File: src/rtl/game_pkg.sv
// game_pkg: definitions shared by the keyboard decoder and the move command
// sequencer.
//   state_t    game-mode FSM states
//   dir_t      2-bit move direction, with the DIR_* constants
//   KEY_*      keyboard scan codes used by the decoder
//   btn_to_dir picks one direction from simultaneous button pulses
package game_pkg;

  typedef enum logic [2:0] {
    S_MENU,
    S_CLEAR,
    S_IDLE,
    S_ISSUE,
    S_WAIT,
    S_OVER
  } state_t;

  typedef logic [1:0] dir_t;

  localparam dir_t DIR_UP    = 2'd0;
  localparam dir_t DIR_DOWN  = 2'd1;
  localparam dir_t DIR_LEFT  = 2'd2;
  localparam dir_t DIR_RIGHT = 2'd3;

  localparam logic [7:0] KEY_A     = 8'h04;
  localparam logic [7:0] KEY_W     = 8'h1A;
  localparam logic [7:0] KEY_S     = 8'h16;
  localparam logic [7:0] KEY_D     = 8'h07;
  localparam logic [7:0] KEY_R     = 8'h15;
  localparam logic [7:0] KEY_ENTER = 8'h28;
  localparam logic [7:0] KEY_M     = 8'h10;

  // btn[0]=btn1 (left), btn[1]=btn2 (up), btn[2]=btn3 (down), btn[3]=btn4 (right).
  // btn1 has the highest priority when several pulse in the same cycle.
  function automatic dir_t btn_to_dir(input logic [3:0] btn);
    if (btn[0])      return DIR_LEFT;
    else if (btn[1]) return DIR_UP;
    else if (btn[2]) return DIR_DOWN;
    else             return DIR_RIGHT;
  endfunction

endpackage

File: src/rtl/move_cmd_sequencer_if.sv
// move_cmd_sequencer_if: command channel between the sequencer (master) and
// the 2048 board engine (slave).
//   move_valid/move_dir  command from the sequencer
//   move_ready           engine accepts the command
//   move_done            one-cycle pulse when the board move has finished
//   move_changed         qualifies move_done: the board changed
//   game_over            qualifies move_done: no legal moves remain
//
// Handshake: a command transfers on a cycle where move_valid and move_ready
// are both high. Once move_valid rises, move_valid and move_dir stay stable
// until that transfer. After the transfer the master issues nothing new
// until the engine pulses move_done.
interface move_cmd_sequencer_if;
  import game_pkg::*;

  logic move_valid;
  dir_t move_dir;
  logic move_ready;
  logic move_done;
  logic move_changed;
  logic game_over;

  modport master (
    output move_valid, move_dir,
    input  move_ready, move_done, move_changed, game_over
  );

  modport slave (
    input  move_valid, move_dir,
    output move_ready, move_done, move_changed, game_over
  );

endinterface

File: src/rtl/dir_fifo.sv
// dir_fifo: circular FIFO of move directions.
//   push/push_dir  write request; accepted when not full, or when full with a pop in the same cycle
//   pop            remove the head entry (ignored when empty)
//   flush          empty the FIFO; overrides push and pop in the same cycle
//   head           current head entry
//   full/empty     occupancy flags
//   level          number of entries held
module dir_fifo
  import game_pkg::*;
#(
  parameter int FIFO_DEPTH = 4
) (
  input  logic                        clk,
  input  logic                        reset,
  input  logic                        push,
  input  dir_t                        push_dir,
  input  logic                        pop,
  input  logic                        flush,
  output dir_t                        head,
  output logic                        full,
  output logic                        empty,
  output logic [$clog2(FIFO_DEPTH):0] level
);

  localparam int AW = $clog2(FIFO_DEPTH);
  localparam int LW = AW + 1;

  dir_t          mem_q [FIFO_DEPTH];
  dir_t          mem_d [FIFO_DEPTH];
  logic [AW-1:0] wr_ptr_q, wr_ptr_d;
  logic [AW-1:0] rd_ptr_q, rd_ptr_d;
  logic [LW-1:0] cnt_q, cnt_d;
  logic          do_push, do_pop;

  assign full  = (cnt_q == LW'(FIFO_DEPTH));
  assign empty = (cnt_q == '0);
  assign level = cnt_q;
  assign head  = mem_q[rd_ptr_q];

  // A full FIFO still takes a write when the head leaves in the same cycle;
  // the freed slot is the one the write pointer already points at.
  assign do_pop  = pop & ~empty & ~flush;
  assign do_push = push & (~full | do_pop) & ~flush;

  always_comb begin
    mem_d    = mem_q;
    wr_ptr_d = wr_ptr_q;
    rd_ptr_d = rd_ptr_q;
    cnt_d    = cnt_q + LW'(do_push) - LW'(do_pop);
    if (do_push) begin
      mem_d[wr_ptr_q] = push_dir;
      wr_ptr_d        = wr_ptr_q + AW'(1);
    end
    if (do_pop) begin
      rd_ptr_d = rd_ptr_q + AW'(1);
    end
    if (flush) begin
      wr_ptr_d = '0;
      rd_ptr_d = '0;
      cnt_d    = '0;
    end
  end

  always_ff @(posedge clk) begin
    if (reset) begin
      wr_ptr_q <= '0;
      rd_ptr_q <= '0;
      cnt_q    <= '0;
    end else begin
      wr_ptr_q <= wr_ptr_d;
      rd_ptr_q <= rd_ptr_d;
      cnt_q    <= cnt_d;
    end
  end

  // Storage needs no reset: entries are only read after they are written.
  always_ff @(posedge clk) begin
    mem_q <= mem_d;
  end

endmodule

File: src/rtl/move_cmd_sequencer.sv
// move_cmd_sequencer: game-mode FSM (menu / play / game over) sitting after the
// keyboard decoder. It queues direction presses and issues them one at a time
// to the board engine.
//   clk, reset          clock and synchronous active-high reset
//   btn1..btn4          direction pulses: left, up, down, right
//   rst, start, menu    control pulses; priority rst > menu > start
//   mv                  command channel to the board engine (master side)
//   board_clear         one-cycle pulse: clear board, spawn the initial tiles
//   menu/play/over_active  current game mode
//   move_count          effective moves this game (saturating)
//   q_level             direction queue occupancy
//   overflow            sticky: a direction press was dropped
//   dbg_state           current FSM state
module move_cmd_sequencer
  import game_pkg::*;
#(
  parameter int FIFO_DEPTH = 4,
  parameter int CNT_W      = 16
) (
  input  logic                        clk,
  input  logic                        reset,
  input  logic                        btn1,
  input  logic                        btn2,
  input  logic                        btn3,
  input  logic                        btn4,
  input  logic                        rst,
  input  logic                        start,
  input  logic                        menu,
  move_cmd_sequencer_if.master        mv,
  output logic                        board_clear,
  output logic                        menu_active,
  output logic                        play_active,
  output logic                        over_active,
  output logic [CNT_W-1:0]            move_count,
  output logic [$clog2(FIFO_DEPTH):0] q_level,
  output logic                        overflow,
  output state_t                      dbg_state
);

  state_t     state_q, state_d;
  logic [CNT_W-1:0] cnt_q, cnt_d;
  logic       ovf_q, ovf_d;
  logic       pend_rst_q, pend_rst_d;
  logic       pend_menu_q, pend_menu_d;

  logic [3:0] btn_vec;
  logic       play;
  logic       fifo_push, fifo_pop, fifo_flush, fifo_full, fifo_empty;
  dir_t       fifo_head;

  assign btn_vec = {btn4, btn3, btn2, btn1};
  assign play    = (state_q == S_IDLE) || (state_q == S_ISSUE) || (state_q == S_WAIT);

  dir_fifo #(.FIFO_DEPTH(FIFO_DEPTH)) u_fifo (
    .clk      (clk),
    .reset    (reset),
    .push     (fifo_push),
    .push_dir (btn_to_dir(btn_vec)),
    .pop      (fifo_pop),
    .flush    (fifo_flush),
    .head     (fifo_head),
    .full     (fifo_full),
    .empty    (fifo_empty),
    .level    (q_level)
  );

  always_comb begin
    state_d     = state_q;
    cnt_d       = cnt_q;
    ovf_d       = ovf_q;
    pend_rst_d  = pend_rst_q;
    pend_menu_d = pend_menu_q;
    fifo_pop    = 1'b0;
    fifo_flush  = 1'b0;

    case (state_q)
      S_MENU: begin
        if (rst || start) state_d = S_CLEAR;
      end
      S_CLEAR: begin
        fifo_flush  = 1'b1;
        cnt_d       = '0;
        ovf_d       = 1'b0;
        pend_rst_d  = 1'b0;
        pend_menu_d = 1'b0;
        state_d     = S_IDLE;
      end
      S_IDLE: begin
        if (rst) begin
          state_d = S_CLEAR;
        end else if (menu) begin
          state_d    = S_MENU;
          fifo_flush = 1'b1;
        end else if (!fifo_empty) begin
          state_d = S_ISSUE;
        end
      end
      S_ISSUE: begin
        // Control pulses are remembered, never used to abort the command.
        if (rst)  pend_rst_d  = 1'b1;
        if (menu) pend_menu_d = 1'b1;
        if (mv.move_ready) begin
          fifo_pop = 1'b1;
          state_d  = S_WAIT;
        end
      end
      S_WAIT: begin
        if (rst)  pend_rst_d  = 1'b1;
        if (menu) pend_menu_d = 1'b1;
        if (mv.move_done) begin
          if (mv.move_changed && (cnt_q != '1)) cnt_d = cnt_q + CNT_W'(1);
          pend_rst_d  = 1'b0;
          pend_menu_d = 1'b0;
          // A pulse arriving together with move_done counts as pending.
          if (pend_rst_q || rst) begin
            state_d = S_CLEAR;
          end else if (pend_menu_q || menu) begin
            state_d    = S_MENU;
            fifo_flush = 1'b1;
          end else if (mv.game_over) begin
            state_d    = S_OVER;
            fifo_flush = 1'b1;
          end else begin
            state_d = S_IDLE;
          end
        end
      end
      S_OVER: begin
        if (rst)        state_d = S_CLEAR;
        else if (menu)  state_d = S_MENU;
        else if (start) state_d = S_CLEAR;
      end
      default: state_d = S_MENU;
    endcase

    // Only one direction per cycle is offered; the FIFO decides acceptance.
    fifo_push = play & (|btn_vec);
    if (fifo_push && fifo_full && !fifo_pop && !fifo_flush) ovf_d = 1'b1;
  end

  always_ff @(posedge clk) begin
    if (reset) begin
      state_q     <= S_MENU;
      cnt_q       <= '0;
      ovf_q       <= 1'b0;
      pend_rst_q  <= 1'b0;
      pend_menu_q <= 1'b0;
    end else begin
      state_q     <= state_d;
      cnt_q       <= cnt_d;
      ovf_q       <= ovf_d;
      pend_rst_q  <= pend_rst_d;
      pend_menu_q <= pend_menu_d;
    end
  end

  assign mv.move_valid = (state_q == S_ISSUE);
  assign mv.move_dir   = fifo_head;
  assign board_clear   = (state_q == S_CLEAR);
  assign menu_active   = (state_q == S_MENU);
  assign play_active   = play;
  assign over_active   = (state_q == S_OVER);
  assign move_count    = cnt_q;
  assign overflow      = ovf_q;
  assign dbg_state     = state_q;

endmodule

File: src/flat_wrapper.sv
// flat-port wrapper written by rule: the top's interface ports become plain ports
module move_cmd_sequencer_flat import game_pkg::*;
#(
  parameter int FIFO_DEPTH = 4,
  parameter int CNT_W      = 16
)
  (clk, reset, btn1, btn2, btn3, btn4, rst, start, menu, board_clear, menu_active, play_active, over_active, move_count, q_level, overflow, dbg_state, mv_move_valid, mv_move_dir, mv_move_ready, mv_move_done, mv_move_changed, mv_game_over);
  move_cmd_sequencer_if mv_i ();
  input  logic clk;
  input  logic reset;
  input  logic btn1;
  input  logic btn2;
  input  logic btn3;
  input  logic btn4;
  input  logic rst;
  input  logic start;
  input  logic menu;
  output logic board_clear;
  output logic menu_active;
  output logic play_active;
  output logic over_active;
  output logic [CNT_W-1:0] move_count;
  output logic [$clog2(FIFO_DEPTH):0] q_level;
  output logic overflow;
  output state_t dbg_state;
  output wire logic [$bits(mv_i.move_valid)-1:0] mv_move_valid;
  output wire logic [$bits(mv_i.move_dir)-1:0] mv_move_dir;
  input wire logic [$bits(mv_i.move_ready)-1:0] mv_move_ready;
  input wire logic [$bits(mv_i.move_done)-1:0] mv_move_done;
  input wire logic [$bits(mv_i.move_changed)-1:0] mv_move_changed;
  input wire logic [$bits(mv_i.game_over)-1:0] mv_game_over;
  assign mv_move_valid = mv_i.move_valid;
  assign mv_move_dir = mv_i.move_dir;
  assign mv_i.move_ready = mv_move_ready;
  assign mv_i.move_done = mv_move_done;
  assign mv_i.move_changed = mv_move_changed;
  assign mv_i.game_over = mv_game_over;
  move_cmd_sequencer #(.FIFO_DEPTH(FIFO_DEPTH), .CNT_W(CNT_W)) u_core (.clk(clk), .reset(reset), .btn1(btn1), .btn2(btn2), .btn3(btn3), .btn4(btn4), .rst(rst), .start(start), .menu(menu), .mv(mv_i), .board_clear(board_clear), .menu_active(menu_active), .play_active(play_active), .over_active(over_active), .move_count(move_count), .q_level(q_level), .overflow(overflow), .dbg_state(dbg_state));
endmodule
File: config.mk
export PLATFORM = sky130hd
export DESIGN_NAME = move_cmd_sequencer_flat
export DESIGN_NICKNAME = d
export VERILOG_FILES = /design/src/rtl/game_pkg.sv /design/src/rtl/move_cmd_sequencer_if.sv /design/src/rtl/dir_fifo.sv /design/src/rtl/move_cmd_sequencer.sv /design/src/flat_wrapper.sv
export SDC_FILE = /design/constraint.sdc
export NUM_CORES = 1
export LEC_CHECK = 0
export BUFFER_PORTS_ARGS = -buffer_cell sky130_fd_sc_hd__clkbuf_2
export CELL_PAD_IN_SITES_DETAIL_PLACEMENT = 0
export CELL_PAD_IN_SITES_GLOBAL_PLACEMENT = 1
export CORE_MARGIN = 5
export CORE_UTILIZATION = 35
export CTS_BUF_LIST = sky130_fd_sc_hd__clkbuf_16
export DETAILED_ROUTE_END_ITERATION = 16
export GPL_ROUTABILITY_DRIVEN = 1
export GPL_TIMING_DRIVEN = 0
export MAX_ROUTING_LAYER = met4
export PLACE_DENSITY_LB_ADDON = 0.1
export SYNTH_ARGS = -nofsm -noshare
export SYNTH_HDL_FRONTEND = slang
export SYNTH_SLANG_ARGS = --single-unit
File: constraint.sdc
create_clock -name clk -period 5 [get_ports clk]
set_input_delay 1 -clock clk [delete_from_list [all_inputs] [get_ports clk]]
set_output_delay 1 -clock clk [all_outputs]
set_load 0.005 [all_outputs]
==> results, run 1 <==
- The flow ran to the end, and the final reports show no timing, DRC or antenna violations.
- The mean cell area of the mapped netlist is 8.97 um^2.
- The number of detailed-route iterations in the first pass is 4.
- Global routing finished with a remaining overflow of 0.
- The maximum vdd drop is 0.000170 V.
- In this run the count of I/O pins placed on the die edge is 43.
- OpenSTA, run right after detailed placement, puts the worst setup slack at 1.63 ns.
- The largest total area in the synthesized netlist belongs to sky130_fd_sc_hd__dfxtp_1.
- The number of setup buffers added after CTS is 0.
- The achievable frequency is 0.327 GHz.
- For this run, the number of Yosys warnings is 0.
- Of the post-synthesis cell area, the dominant cell type holds 0.285.
- The cell at the slowest stage of the critical path is sky130_fd_sc_hd__fa_1.
- The number of pins exceeding their max-slew limit in the final report was 0.
- The worst hold path begins at u_core.overflow$_SDFFE_PP0P_.
- Across the routed clock network, the largest skew measured is 0.00266 ns.
- The post-cts hold buffer count is 0.
- The total via count after detailed routing is 1769.
- The CTS tree is built.
- The half-perimeter wire length of the detailed placement result is 3.77 mm.
- The cell family contributing the most delay on the critical path is simple AND/OR/NAND/NOR gates.
- In this run, synthesis inferred 8 flip-flops with an integrated enable.
- Final hold analysis gives a worst-case slack of 0.467 ns.
- The die covers 7450 um^2.
- The number of sinks on the clock net is 37.
- After synthesis the cells add up to 2040 um^2.
- The weighted congestion reported at the end of routability-driven placement is 0.802.
- The number of antenna violations at the first check in global routing is 0.
- Traced cell by cell, the critical path runs through clkbuf_2 -> nand4b_1 -> nand3_1 -> and2_1 -> nor2b_1 -> inv_1 -> ha_1 -> inv_1 -> ha_1 -> fa_1 -> xnor2_1 -> xnor2_1 -> nor2_1.
- The aggregate routed wire length is 4.88 mm.
- The number of DRC violations after detailed routing is 0.
- The sum of negative setup slack is 0 ns.
- The synthesized instance count is 227.
- The H-tree depth is 2.
- The mean routed wirelength per cell is 14.0 um.
- The deepest clock path buffer count is 2.
- The final critical delay including setup and external delays is 3.06 ns.
- CTS placed an instance of sky130_fd_sc_hd__clkbuf_16 at the clock tree root.
- The number of buffers and inverters on the critical path is 3.
- The critical path launch point type is an input pin.
- The share of the Yosys chip area taken by registers is 0.403.
- The cell area power density is 296 nW/um^2.
- The number of antenna cells inserted is 0.
- At the worst endpoint, the required time is 5.17 ns.
- The ratio of cells with drive above 1 in the final layout is 0.238.
- Setup repair after global routing left no endpoint under its margin.
- For this configuration, the core starts out at a cell density of 0.365.
- In the post-route analysis, the smallest setup slack over all paths is 1.94 ns.
- The design draws 0.734 mW.
- The start of the worst register-to-register path is u_core.dbg_state[2]$_SDFFE_PP0P_.
- Entering global routing, the biggest net connects 13 pins.
- Summed over all cells, the static leakage comes to 1.01 nW.
- The number of fill cells in the layout is 593.
- The critical path arrival is 3.23 ns.
- The largest single stage delay on the critical path is 0.38 ns.
- The chip width is 86.3 um.
- In this run the worst setup path begins at mv_move_ready.
- The async set-reset flop share out of synthesis is 0.
- The height of the die is 86.3 um.
- The DRC violation total after the first TritonRoute iteration is 108.
- The layout overhead on the synthesized area is 21.7%.
- The transition time of the tightest slew-check pin is 0.699 ns.
- The worst setup path is captured at a flip-flop.
- The clock input transition at the sequential cells of the worst setup and hold paths is 0.06 ns.
- The count of nets left with antenna violations after detail routing is 0.
- By area the synthesized netlist is led by sky130_fd_sc_hd__dfxtp_1 29%, sky130_fd_sc_hd__edfxtp_1 12%, sky130_fd_sc_hd__nor2_1 4.4%, sky130_fd_sc_hd__ha_1 4.3%, sky130_fd_sc_hd__a21oi_1 3.4%.
- The total nets after synthesis is 248.
- The critical path is of the input pin to flip-flop type.
- The class of the most critical hold timing path is flip-flop to flip-flop.
- The net count reported at finish is 297.
- The initialized floorplan defines 27 standard-cell rows.
- The maximum net fanout on the critical path is 5.
- The hold violation total from the final report was 0.
- Buffers placed on the I/O ports in this run total 42.
- The number of clock buffers added by TritonCTS is 5.
- The headroom to the max-slew limit is 0.532.
- The clock latency at the later pin of the worst-skew pair is 0.28 ns.
- The number of global-route vias before repair is 1694.
- The top flip-flop cell by instance count after synthesis is sky130_fd_sc_hd__dfxtp_1.
- In this run, synthesis produced a sequential element count of 37.
- The portion of the clock cycle consumed by the worst path in the final layout is 0.612.
- The global-route usage over all layers is 0.142.
- The number of gates given a new drive strength after cts is 0.
- The first global-routing pass estimated 8.18 mm of wire.
- The average vias per placed instance is 5.07.
- Setup violations remaining at the end of the flow were counted as 0.
- The count of maximum capacitance violations is 0.
- The core region is 5570 um^2.
- The unique cell type count in the Yosys netlist is 50.
==> flip-flops by register name, summed over array words and instances (netlist names) <==
name	cells
u_core.dbg_state	3
u_core.u_fifo.mem_q	8
u_core.move_count	16
u_core.u_fifo.rd_ptr_q	2
u_core.pend_menu_q	1
u_core.overflow	1
u_core.u_fifo.level	3
u_core.pend_rst_q	1
u_core.u_fifo.wr_ptr_q	2
==> synth_stat cells (2+ instances only) <==
cell type and count:
sky130_fd_sc_hd__dfxtp_1 29, sky130_fd_sc_hd__nor2_1 24, sky130_fd_sc_hd__nand2_1 18, sky130_fd_sc_hd__a21oi_1 14, sky130_fd_sc_hd__inv_1 14, sky130_fd_sc_hd__nand3_1 9
sky130_fd_sc_hd__nor3_1 9, sky130_fd_sc_hd__edfxtp_1 8, sky130_fd_sc_hd__or3_1 8, sky130_fd_sc_hd__ha_1 7, sky130_fd_sc_hd__xnor2_1 7, sky130_fd_sc_hd__nor2b_1 6
sky130_fd_sc_hd__and2_1 5, sky130_fd_sc_hd__buf_2 5, sky130_fd_sc_hd__mux2i_1 5, sky130_fd_sc_hd__nand4_1 5, sky130_fd_sc_hd__nor4_1 5, sky130_fd_sc_hd__or4_1 4
sky130_fd_sc_hd__nand2b_1 3, sky130_fd_sc_hd__o21ai_0 3, sky130_fd_sc_hd__and4_1 2, sky130_fd_sc_hd__mux4_2 2, sky130_fd_sc_hd__nor3b_2 2, sky130_fd_sc_hd__o211ai_1 2
sky130_fd_sc_hd__o21bai_1 2, sky130_fd_sc_hd__o22ai_1 2, sky130_fd_sc_hd__o2bb2ai_1 2, sky130_fd_sc_hd__o31ai_1 2, sky130_fd_sc_hd__or2_2 2
==> logic make-up after synthesis <==
logic type      after synthesis  share of synthesized area
simple gates                109                      0.295
compound gates               37                      0.124
flops                        37                      0.403
buf+inv                      21                     0.0436
xor+xnor                      8                     0.0344
fa+ha+maj                     8                     0.0528
mux                           7                     0.0467
==> through the flow <==
stage | cells | utilization | cell area (um^2)
floorplan | 227 | - | 2040
global placement | 341 | 0.419 | 2340
detailed placement | 341 | 0.419 | 2340
CTS | 349 | 0.445 | 2480
global route | 349 | 0.445 | 2480
finish | 349 | 0.445 | 2480
==> cell type report <==
type	instances	area, um^2	area share
multi-input combinational	169	1130	0.455
sequential	37	821	0.331
timing repair buffer	42	210	0.0848
clock buffer	5	125	0.0505
tap	72	90.1	0.0363
inverter	14	52.6	0.0212
buffer	7	36.3	0.0146
clock inverter	3	17.5	0.00706
==> final timing paths <==
check	end	cells past startpoint	slack [ns]
min	u_core.overflow$_SDFFE_PP0P_	2	0.47
max	u_core.u_fifo.level[2]$_SDFF_PP0_	13	1.94
min reg2reg	u_core.overflow$_SDFFE_PP0P_	2	0.47
max reg2reg	u_core.u_fifo.level[2]$_SDFF_PP0_	12	2.00
==> metal layers <==
metal	up-vias	share of wire	track usage
li1	922	-	-
met1	800	0.49	0.186
met2	39	0.44	0.214
met3	8	0.051	0.0380
met4	0	0.017	0.0425
met5	-	0	-
==> power by group <==
part | switching (mW) | internal (mW)
combinational | 0.0677 | 0.0454
sequential | 0.00758 | 0.313
clock | 0.118 | 0.182
total | 0.193 | 0.541
==> worst register-to-register path, stage by stage (launching register included) <==
cell and delay [ns]:
sky130_fd_sc_hd__dfxtp_1 0.38, sky130_fd_sc_hd__or3b_1 0.47, sky130_fd_sc_hd__a21oi_1 0.25, sky130_fd_sc_hd__and2_1 0.21, sky130_fd_sc_hd__nor2b_1 0.28, sky130_fd_sc_hd__inv_1 0.08
sky130_fd_sc_hd__ha_1 0.27, sky130_fd_sc_hd__inv_1 0.04, sky130_fd_sc_hd__ha_1 0.18, sky130_fd_sc_hd__fa_1 0.38, sky130_fd_sc_hd__xnor2_1 0.18, sky130_fd_sc_hd__xnor2_1 0.14
sky130_fd_sc_hd__nor2_1 0.05
==> cells in the final DEF, fill, tap and decap left out, drive strengths merged, types with 2 or more instances in the layout <==
cell type and instances:
xnor2 7, nand2b 3, and4 2, inv 14, buf 6, nand4 5
mux2i 5, or2 4, nand3 10, clkbuf 48, a21oi 14, ha 7
o2bb2ai 2, clkinv 2, nand2 18, nor4 6, or3 8, o22ai 2
and2 5, o21ai 3, nor2 24, edfxtp 8, o31ai 2, a2bb2oi 2
nor2b 6, o21bai 2, dfxtp 29, mux4 2, or4 4, nor3b 2
nor3 9, o211ai 2
(Power assumes the default switching activity.)
==> run 2: changes to the inputs <==
- clock period: 5 -> 3.15 ns (I/O delays scaled with it)
==> results, run 2 (same netlist as run 1, synthesis figures left out) <==
- The area of the multi-input gates is 1130 um^2.
- The initial utilization of the core area, before any placement, comes to 0.365.
- The sequential cell area is 821 um^2.
- In this run the vertical extent of the chip is 86.3 um.
- The worst setup path is of the flip-flop to flip-flop kind.
- The initialized floorplan defines 27 standard-cell rows.
- At the pin with the least slew margin, the transition time is 0.696 ns.
- The critical path arrival is 3.09 ns.
- The die covers 7450 um^2.
- Data on the critical path is required at its endpoint by 3.32 ns.
- The number of DRC violations after detailed routing is 0.
- In this run the tool buffered the top-level ports with 42 buffer cells.
- The global-route usage over all layers is 0.142.
- Setup repair after global routing left no endpoint under its margin.
- The first global-routing pass estimated 8.18 mm of wire.
- Across the run, the number of max-cap violations was 0.
- For the final routed database, the setup TNS stands at 0 ns.
- The net count reported at finish is 297.
- The half-perimeter wire length of the detailed placement result is 3.77 mm.
- The cell at the slowest stage of the critical path is sky130_fd_sc_hd__or3b_1.
- The number of antenna cells inserted is 0.
- Clock-pin slew was measured on the worst setup and hold paths at 0.06 ns.
- The maximum number of pins on one net before global-route repair is 13.
- The critical path launch point type is a flip-flop.
- The number of detailed-route iterations in the first pass is 4.
- For this run, the slowest stage of the critical path takes 0.47 ns.
- In this run the post-CTS setup repair buffer count came out at 0.
- The headroom to the max-slew limit is 0.535.
- During I/O placement, the number of pins put on the boundary was 43.
- The class of the most critical hold timing path is flip-flop to flip-flop.
- The clock skew is 0.00241 ns.
- The clock buffer count from CTS is 5.
- The ratio of cells with drive above 1 in the final layout is 0.242.
- The final count of negative-setup-slack endpoints is 0.
- The library cell used most frequently in the layout, excluding fill and tap cells, is sky130_fd_sc_hd__clkbuf_2.
- The register with the most flip-flops in the layout has 16 of them.
- The achievable frequency is 0.342 GHz.
- After detailed routing, the number of vias per cell comes to 5.05.
- The post-layout total power is 1.17 mW.
- The number of sinks on the clock net is 37.
- The total via count after detailed routing is 1762.
- The maximum net fanout on the critical path is 5.
- The worst setup path is captured at a flip-flop.
- The flow ran to the end, and the final reports show no timing, DRC or antenna violations.
- After layout, the minimum clock period comes to 2.92 ns.
- The portion of the clock cycle consumed by the worst path in the final layout is 0.928.
- The post-cts hold buffer count is 0.
- The CTS tree is built.
- CTS placed an instance of sky130_fd_sc_hd__clkbuf_16 at the clock tree root.
- The final layout contains routed wiring with a total length of 4.88 mm.
- The H-tree depth is 2.
- The number of global-route vias before repair is 1694.
- At the end of routability-driven placement, the weighted congestion stood at 0.802.
- Summed over all layers, the global routing overflow is 0.
- After detailed routing, the average wire length per cell comes to 14.0 um.
- The number of antenna violations at the first check in global routing is 0.
- Power spread over the standard cell area amounts to 470 nW/um^2.
- The clock reaches the later pin of the worst-skew pair after 0.28 ns.
- The chip width is 86.3 um.
- The DRC violation total after the first TritonRoute iteration is 101.
- The total area inside the core boundary comes to 5570 um^2.
- The number of pins exceeding their max-slew limit in the final report is 0.
- The leakage power summed over all cells is 1.01 nW.
- The number of fill cells in the layout is 592.
- The maximum vdd drop is 0.000269 V.
- From synthesis to final layout, the design area changed by 21.9%.
- Walking the worst path, the cells encountered are or3b_1 -> a21oi_1 -> and2_1 -> nor2b_2 -> inv_1 -> ha_1 -> inv_1 -> ha_1 -> fa_1 -> xnor2_1 -> xnor2_1 -> nor2_1.
- Once detail routing completed, the nets flagged for antenna violations numbered 0.
- Leaving out fill and tap cells, the most frequent cells in the layout are 42 x sky130_fd_sc_hd__clkbuf_2, 29 x sky130_fd_sc_hd__dfxtp_1, 24 x sky130_fd_sc_hd__nor2_1, 18 x sky130_fd_sc_hd__nand2_1.
- The hold violation total from the final report is 0.
- The deepest clock path buffer count is 2.
-- run 2: layout make-up --
cell class,instances,area share
Sequential cell,37,0.331
Timing Repair Buffer,42,0.0847
Inverter,14,0.0212
Clock inverter,3,0.00706
Tap cell,72,0.0363
Multi-Input combinational cell,169,0.455
Buffer,7,0.0146
Clock buffer,5,0.0504
-- run 2: final timing paths --
| kind | startpoint | to | slack [ns] | cells after the start |
|---|---|---|---|---|
| worst max-delay path | u_core.dbg_state[2]$_SDFFE_PP0P_ | u_core.u_fifo.level[2]$_SDFF_PP0_ | 0.23 | 12 |
| worst min-delay path | u_core.overflow$_SDFFE_PP0P_ | u_core.overflow$_SDFFE_PP0P_ | 0.47 | 2 |
| worst max register to register | u_core.dbg_state[2]$_SDFFE_PP0P_ | u_core.u_fifo.level[2]$_SDFF_PP0_ | 0.23 | 12 |
| worst min register to register | u_core.overflow$_SDFFE_PP0P_ | u_core.overflow$_SDFFE_PP0P_ | 0.47 | 2 |
-- run 2: layer usage --
layer,vias to the layer above,part of all wire,global-route usage
li1,922,-,-
met1,795,0.50,0.186
met2,37,0.44,0.214
met3,8,0.050,0.0380
met4,0,0.017,0.0425
met5,-,0,-
-- run 2: power breakdown --
group          switching, mW  leakage, nW  internal, mW
Clock                  0.187       0.0696         0.290
Sequential            0.0120        0.307         0.497
Combinational          0.108        0.635        0.0725
-- run 2: critical path: cells and delay by family (launching register included) --
kind,cells,cell delay [ns]
buffers and inverters,2,0.10
and+or+nand+nor,4,0.96
xor gates and xnor gates,2,0.31
DFF,1,0.38
AOI/OAI and AO/OA,1,0.24
adders and majority gates,3,0.83
-- run 2: through the flow --
step | instance area (um^2) | hold slack, ns | instances | setup slack, ns | util
2_1_floorplan | 2040 | 0.449 | 227 | 0.412 | -
3_3_place_gp | 2340 | 0.466 | 341 | 0.137 | 0.419
3_5_place_dp | 2340 | 0.468 | 341 | 0.146 | 0.419
4_1_cts | 2480 | 0.480 | 349 | 0.108 | 0.445
5_1_grt | 2480 | 0.510 | 349 | 0.0434 | 0.445
6_report | 2480 | 0.467 | 349 | 0.227 | 0.445
-- run 2: repair_timing --
item / 4_1_cts / 5_1_grt
setup endpoints to repair: 0 / 1
gates resized for setup: 0 / 1
hold endpoints to repair: 0 / 0
==> run 3: changes to the inputs <==
- SYNTH_HIERARCHICAL: default -> 1
==> results, run 3 <==
- The flow ran to the end, and the final reports show no timing, DRC or antenna violations.
- The worst hold path terminates at u_core/overflow$_SDFFE_PP0P_.
- IR analysis of the VDD net gives a maximum drop of 0.000307 V.
- The number of global-route vias before repair is 2122.
- The count of flip-flops with a built-in enable after synthesis is 8.
- Post-CTS timing repair inserted 0 buffers for setup.
- The net switching power figure is 0.673 mW.
- Of the total power, the share spent switching nets is 0.381.
- The share of total power dissipated in sequential elements is 0.345.
- The synthesized flop and latch total is 37.
- The area of the core is 6390 um^2.
- In this run the tightest slew margin relative to its limit is 0.554.
- The area enclosed by the die boundary is 8300 um^2.
- The cell type with the highest occurrence count on the critical path is sky130_fd_sc_hd__inv_1.
- CTS saw 37 sinks.
- The cell area power density is 639 nW/um^2.
- sky130_fd_sc_hd__dfxtp_1 takes more of the synthesized area than any other cell.
- Leaving out fill and tap cells, the most frequent cell in the layout is sky130_fd_sc_hd__clkbuf_2.
- The tree is rooted in a sky130_fd_sc_hd__clkbuf_16.
- Summed over all layers, the routed wires come to 6.42 mm.
- The class of the most critical hold timing path is flip-flop to flip-flop.
- In this run, distinct cell masters in the synthesized netlist total 64.
- The count of input and output buffers is 42.
- In this run, the number of DRC markers left after iteration 0 of detailed routing was 118.
- The combinational cell fraction of total power is 0.392.
- For this run, the share of the core covered by cells in the final layout is 0.433.
- The height of the die is 91.1 um.
- In the synthesized netlist the async set-or-reset flop fraction comes to 0.
- The launch point of the worst hold path is u_core/overflow$_SDFFE_PP0P_.
- In the final routed layout, each cell accounts on average for 16.9 um.
- Of the total synthesized cell area, the portion taken by AND, OR, NAND and NOR gates is 0.315.
- Setup repair after global routing left no endpoint under its margin.
- Detailed routing inserted a total of 2160 vias.
- At the worst endpoint, the required time is 3.36 ns.
- Entering global routing, the biggest net connects 13 pins.
- The slowest stage of the critical path is the sky130_fd_sc_hd__nor3b_1 cell.
- Of the synthesized area, sequential elements account for 0.356.
- The chip width is 91.1 um.
- In this run the critical register-to-register path is launched from u_core/dbg_state[0]$_SDFFE_PP0P_.
- After global routing the overflow that remains totals 0.
- The hold-critical path depth is 2.
- The number of antenna diodes in the final layout is 0.
- The worst hold slack across all endpoints is 0.451 ns.
- Measured in cells, the most critical reg-to-reg path has a length of 15.
- TritonCTS built the clock tree.
- The endpoint identified for the worst register-to-register timing path is u_core/u_fifo/level[2]$_SDFF_PP0_.
- Ranked by total cell area, the synthesized netlist is headed by sky130_fd_sc_hd__dfxtp_1 25%, sky130_fd_sc_hd__edfxtp_1 10%, sky130_fd_sc_hd__ha_1 3.8%, sky130_fd_sc_hd__nand3_1 3.5%, sky130_fd_sc_hd__o211ai_1 2.9%.
- The flip-flop count of the largest register, all copies and words added is 16.
- The clock latency at the later pin of the worst-skew pair is 0.28 ns.
- The count of maximum capacitance violations is 0.
- The count of nets left with antenna violations after detail routing is 0.
- In this run the worst path has a maximum fanout of 8.
- Across the routed clock network, the largest skew measured is 0.00921 ns.
- After detailed routing, the number of remaining DRC violations is 0.
- Dividing the final minimum period by the clock period gives 0.947.
- The average vias per placed instance is 5.68.
- The share of total power dissipated in the clock network is 0.262.
- The analysis attributes to cell leakage a power of 1.03 nW.
- The hold violation total from the final report was 0.
- The total nets after synthesis is 277.
- In the final layout, the share of cells above drive strength 1 is 0.257.
- The net count reported at finish is 324.
- Setup violations remaining at the end of the flow were counted as 0.
- At the end of routability-driven placement, the weighted congestion stood at 0.785.
- The portion of netlist area occupied by mux cells is 0.0288.
- The critical path in this run is classified as input pin to flip-flop.
- The critical path goes through clkbuf_2 -> nor3b_1 -> nand4_1 -> nand3_2 -> nor2b_4 -> and2_4 -> inv_1 -> ha_1 -> inv_1 -> ha_1 -> inv_1 -> fa_1 -> xor2_1 -> and2_1 -> nor3_1.
- Of the post-synthesis cell area, the dominant cell type holds 0.252.
- The critical path contains buffers and inverters numbering 4 combined.
- The first detailed-routing pass ran for 4 iterations.
- During synthesis, Yosys emitted a total of 6 warnings.
- The starting density of the core is 0.361.
- The clock buffer count from CTS is 5.
- The category of the worst setup path capture point is a flip-flop.
- The mean cell area of the mapped netlist is 9.00 um^2.
- The largest incremental delay on the critical path is 0.44 ns.
- The share of the synthesized area in compound gates (AO/OA/AOI/OAI) came to 0.196.
- The H-tree depth is 2.
- Static timing analysis puts the maximum clock frequency at 0.335 GHz.
- The layout overhead on the synthesized area is 20.1%.
- The first global-routing pass estimated 10.7 mm of wire.
- The number of antenna violations at the first check in global routing is 0.
- The number of pins exceeding their max-slew limit in the final report was 0.
- The clock input transition at the sequential cells of the worst setup and hold paths is 0.06 ns.
- Of the total synthesized cell area, the portion taken by full adders, half adders and majority gates is 0.0467.
- Cell internal power was estimated by the tool at 1.10 mW.
- After synthesis, the largest family of logic cells by area is simple AND/OR/NAND/NOR gates.
- The parity-gate share of the synthesized area counting xor and xnor cells is 0.00380.
- STA puts the critical path data arrival time at 3.19 ns.
- The HPWL after detailed placement is 4.65 mm.
- Subtracting the final worst setup slack from the clock period gives 2.98 ns.
- The global-route usage over all layers is 0.160.
- The initialized floorplan defines 29 standard-cell rows.
- For this run, the leading register cell type out of synthesis is sky130_fd_sc_hd__dfxtp_1.
- The most frequent cell after synthesis is sky130_fd_sc_hd__dfxtp_1.
- STA classifies the critical path startpoint as an input pin.
- The critical path's top delay family is simple AND/OR/NAND/NOR gates.
- By count the netlist is led by 29 x sky130_fd_sc_hd__dfxtp_1, 16 x sky130_fd_sc_hd__nand3_1, 14 x sky130_fd_sc_hd__nor2_1.
- The top-level I/O count is 43.
- The internal reg-to-reg setup slack is 0.19 ns.
- The sum of negative setup slack is 0 ns.
- In the layout the commonest cells are 44 x sky130_fd_sc_hd__clkbuf_2, 26 x sky130_fd_sc_hd__dfxtp_1, 15 x sky130_fd_sc_hd__nand3_1, 14 x sky130_fd_sc_hd__inv_1, 14 x sky130_fd_sc_hd__nor2_1.
- At the pin with the least slew margin, the transition time is 0.664 ns.
- The cell area that synthesis handed to floorplanning was 2300 um^2.
- The deepest clock path buffer count is 2.
- The synthesized instance count is 256.
run 3: changes by cell type after synthesis, moves of 5 or more:
cell,previous run,this run
sky130_fd_sc_hd__a211oi_1,0,6
sky130_fd_sc_hd__nand2_1,18,9
sky130_fd_sc_hd__a31oi_1,0,8
sky130_fd_sc_hd__nand4_1,5,10
sky130_fd_sc_hd__nor2_1,24,14
sky130_fd_sc_hd__nor3b_1,0,6
sky130_fd_sc_hd__o211ai_1,2,9
sky130_fd_sc_hd__nand3_1,9,16
sky130_fd_sc_hd__clkbuf_1,1,8
sky130_fd_sc_hd__xnor2_1,7,0
run 3: repair_timing:
item / CTS / global route
resized for setup: 6 / 8
hold buffers: 0 / 0
setup endpoints to repair: 3 / 1
run 3: worst max-delay path by stage:
stage | startpoint | endpoint | cells past startpoint
2_1_floorplan | u_core/dbg_state[1]$_SDFFE_PP0P_ | u_core/u_fifo/level[2]$_SDFF_PP0_ | 16
3_3_place_gp | u_core/dbg_state[1]$_SDFFE_PP0P_ | u_core/u_fifo/level[2]$_SDFF_PP0_ | 16
3_5_place_dp | u_core/dbg_state[1]$_SDFFE_PP0P_ | u_core/u_fifo/level[2]$_SDFF_PP0_ | 16
4_1_cts | u_core/dbg_state[0]$_SDFFE_PP0P_ | u_core/u_fifo/level[2]$_SDFF_PP0_ | 15
5_1_grt | rst | u_core/u_fifo/level[2]$_SDFF_PP0_ | 15
6_report | rst | u_core/u_fifo/level[2]$_SDFF_PP0_ | 15
run 3: stage by stage:
step                      total power [mW]  cells  instance area (um^2)  worst slack [ns]
final                                 1.77    380                  2770             0.165
after global routing                  1.89    380                  2770          0.000462
after CTS                             1.78    380                  2760            0.0171
after detailed placement              1.28    375                  2610            -0.684
after global placement                1.29    375                  2610            -0.698
after floorplan                       1.05    256                  2300           0.00797
run 3: area by class of cell:
class / instances / area [um^2]
multi-input combinational: 190 / 1380
fill: 632 / 3620
tap: 77 / 96.3
clock buffer: 5 / 125
inverter: 15 / 56.3
timing repair buffer: 42 / 210
clock inverter: 2 / 7.51
buffer: 12 / 66.3
sequential: 37 / 825
run 3: kinds of logic after synthesis:
family | Yosys count
muxes | 4
and+or+nand+nor | 116
adders and majority gates | 8
buffers and inverters | 29
DFF | 37
xor gates and xnor gates | 1
AOI/OAI and AO/OA | 61
run 3: routing by layer:
metal	wire length, um	global-route usage	part of all wire
met5	0	-	0
met4	61	0.0379	0.0095
met3	274	0.0339	0.043
met2	2820	0.240	0.44
met1	3260	0.221	0.51
run 3: power groups by stage:
stage / Sequential (mW) / Combinational (mW) / Clock (mW)
after global routing: 0.619 / 0.774 / 0.497
after global placement: 0.600 / 0.689 / 0
after CTS: 0.606 / 0.692 / 0.481
after floorplan: 0.586 / 0.462 / 0
final: 0.611 / 0.693 / 0.464
after detailed placement: 0.600 / 0.682 / 0
run 3: worst reg2reg max path: cells and delay by family (launching register included):
family                   cells  cell delay [ns]
adder cells (fa/ha/maj)      3             0.76
buffers and inverters        4             0.40
XOR/XNOR                     1             0.16
flip-flops                   1             0.43
AND/OR/NAND/NOR              7             1.15
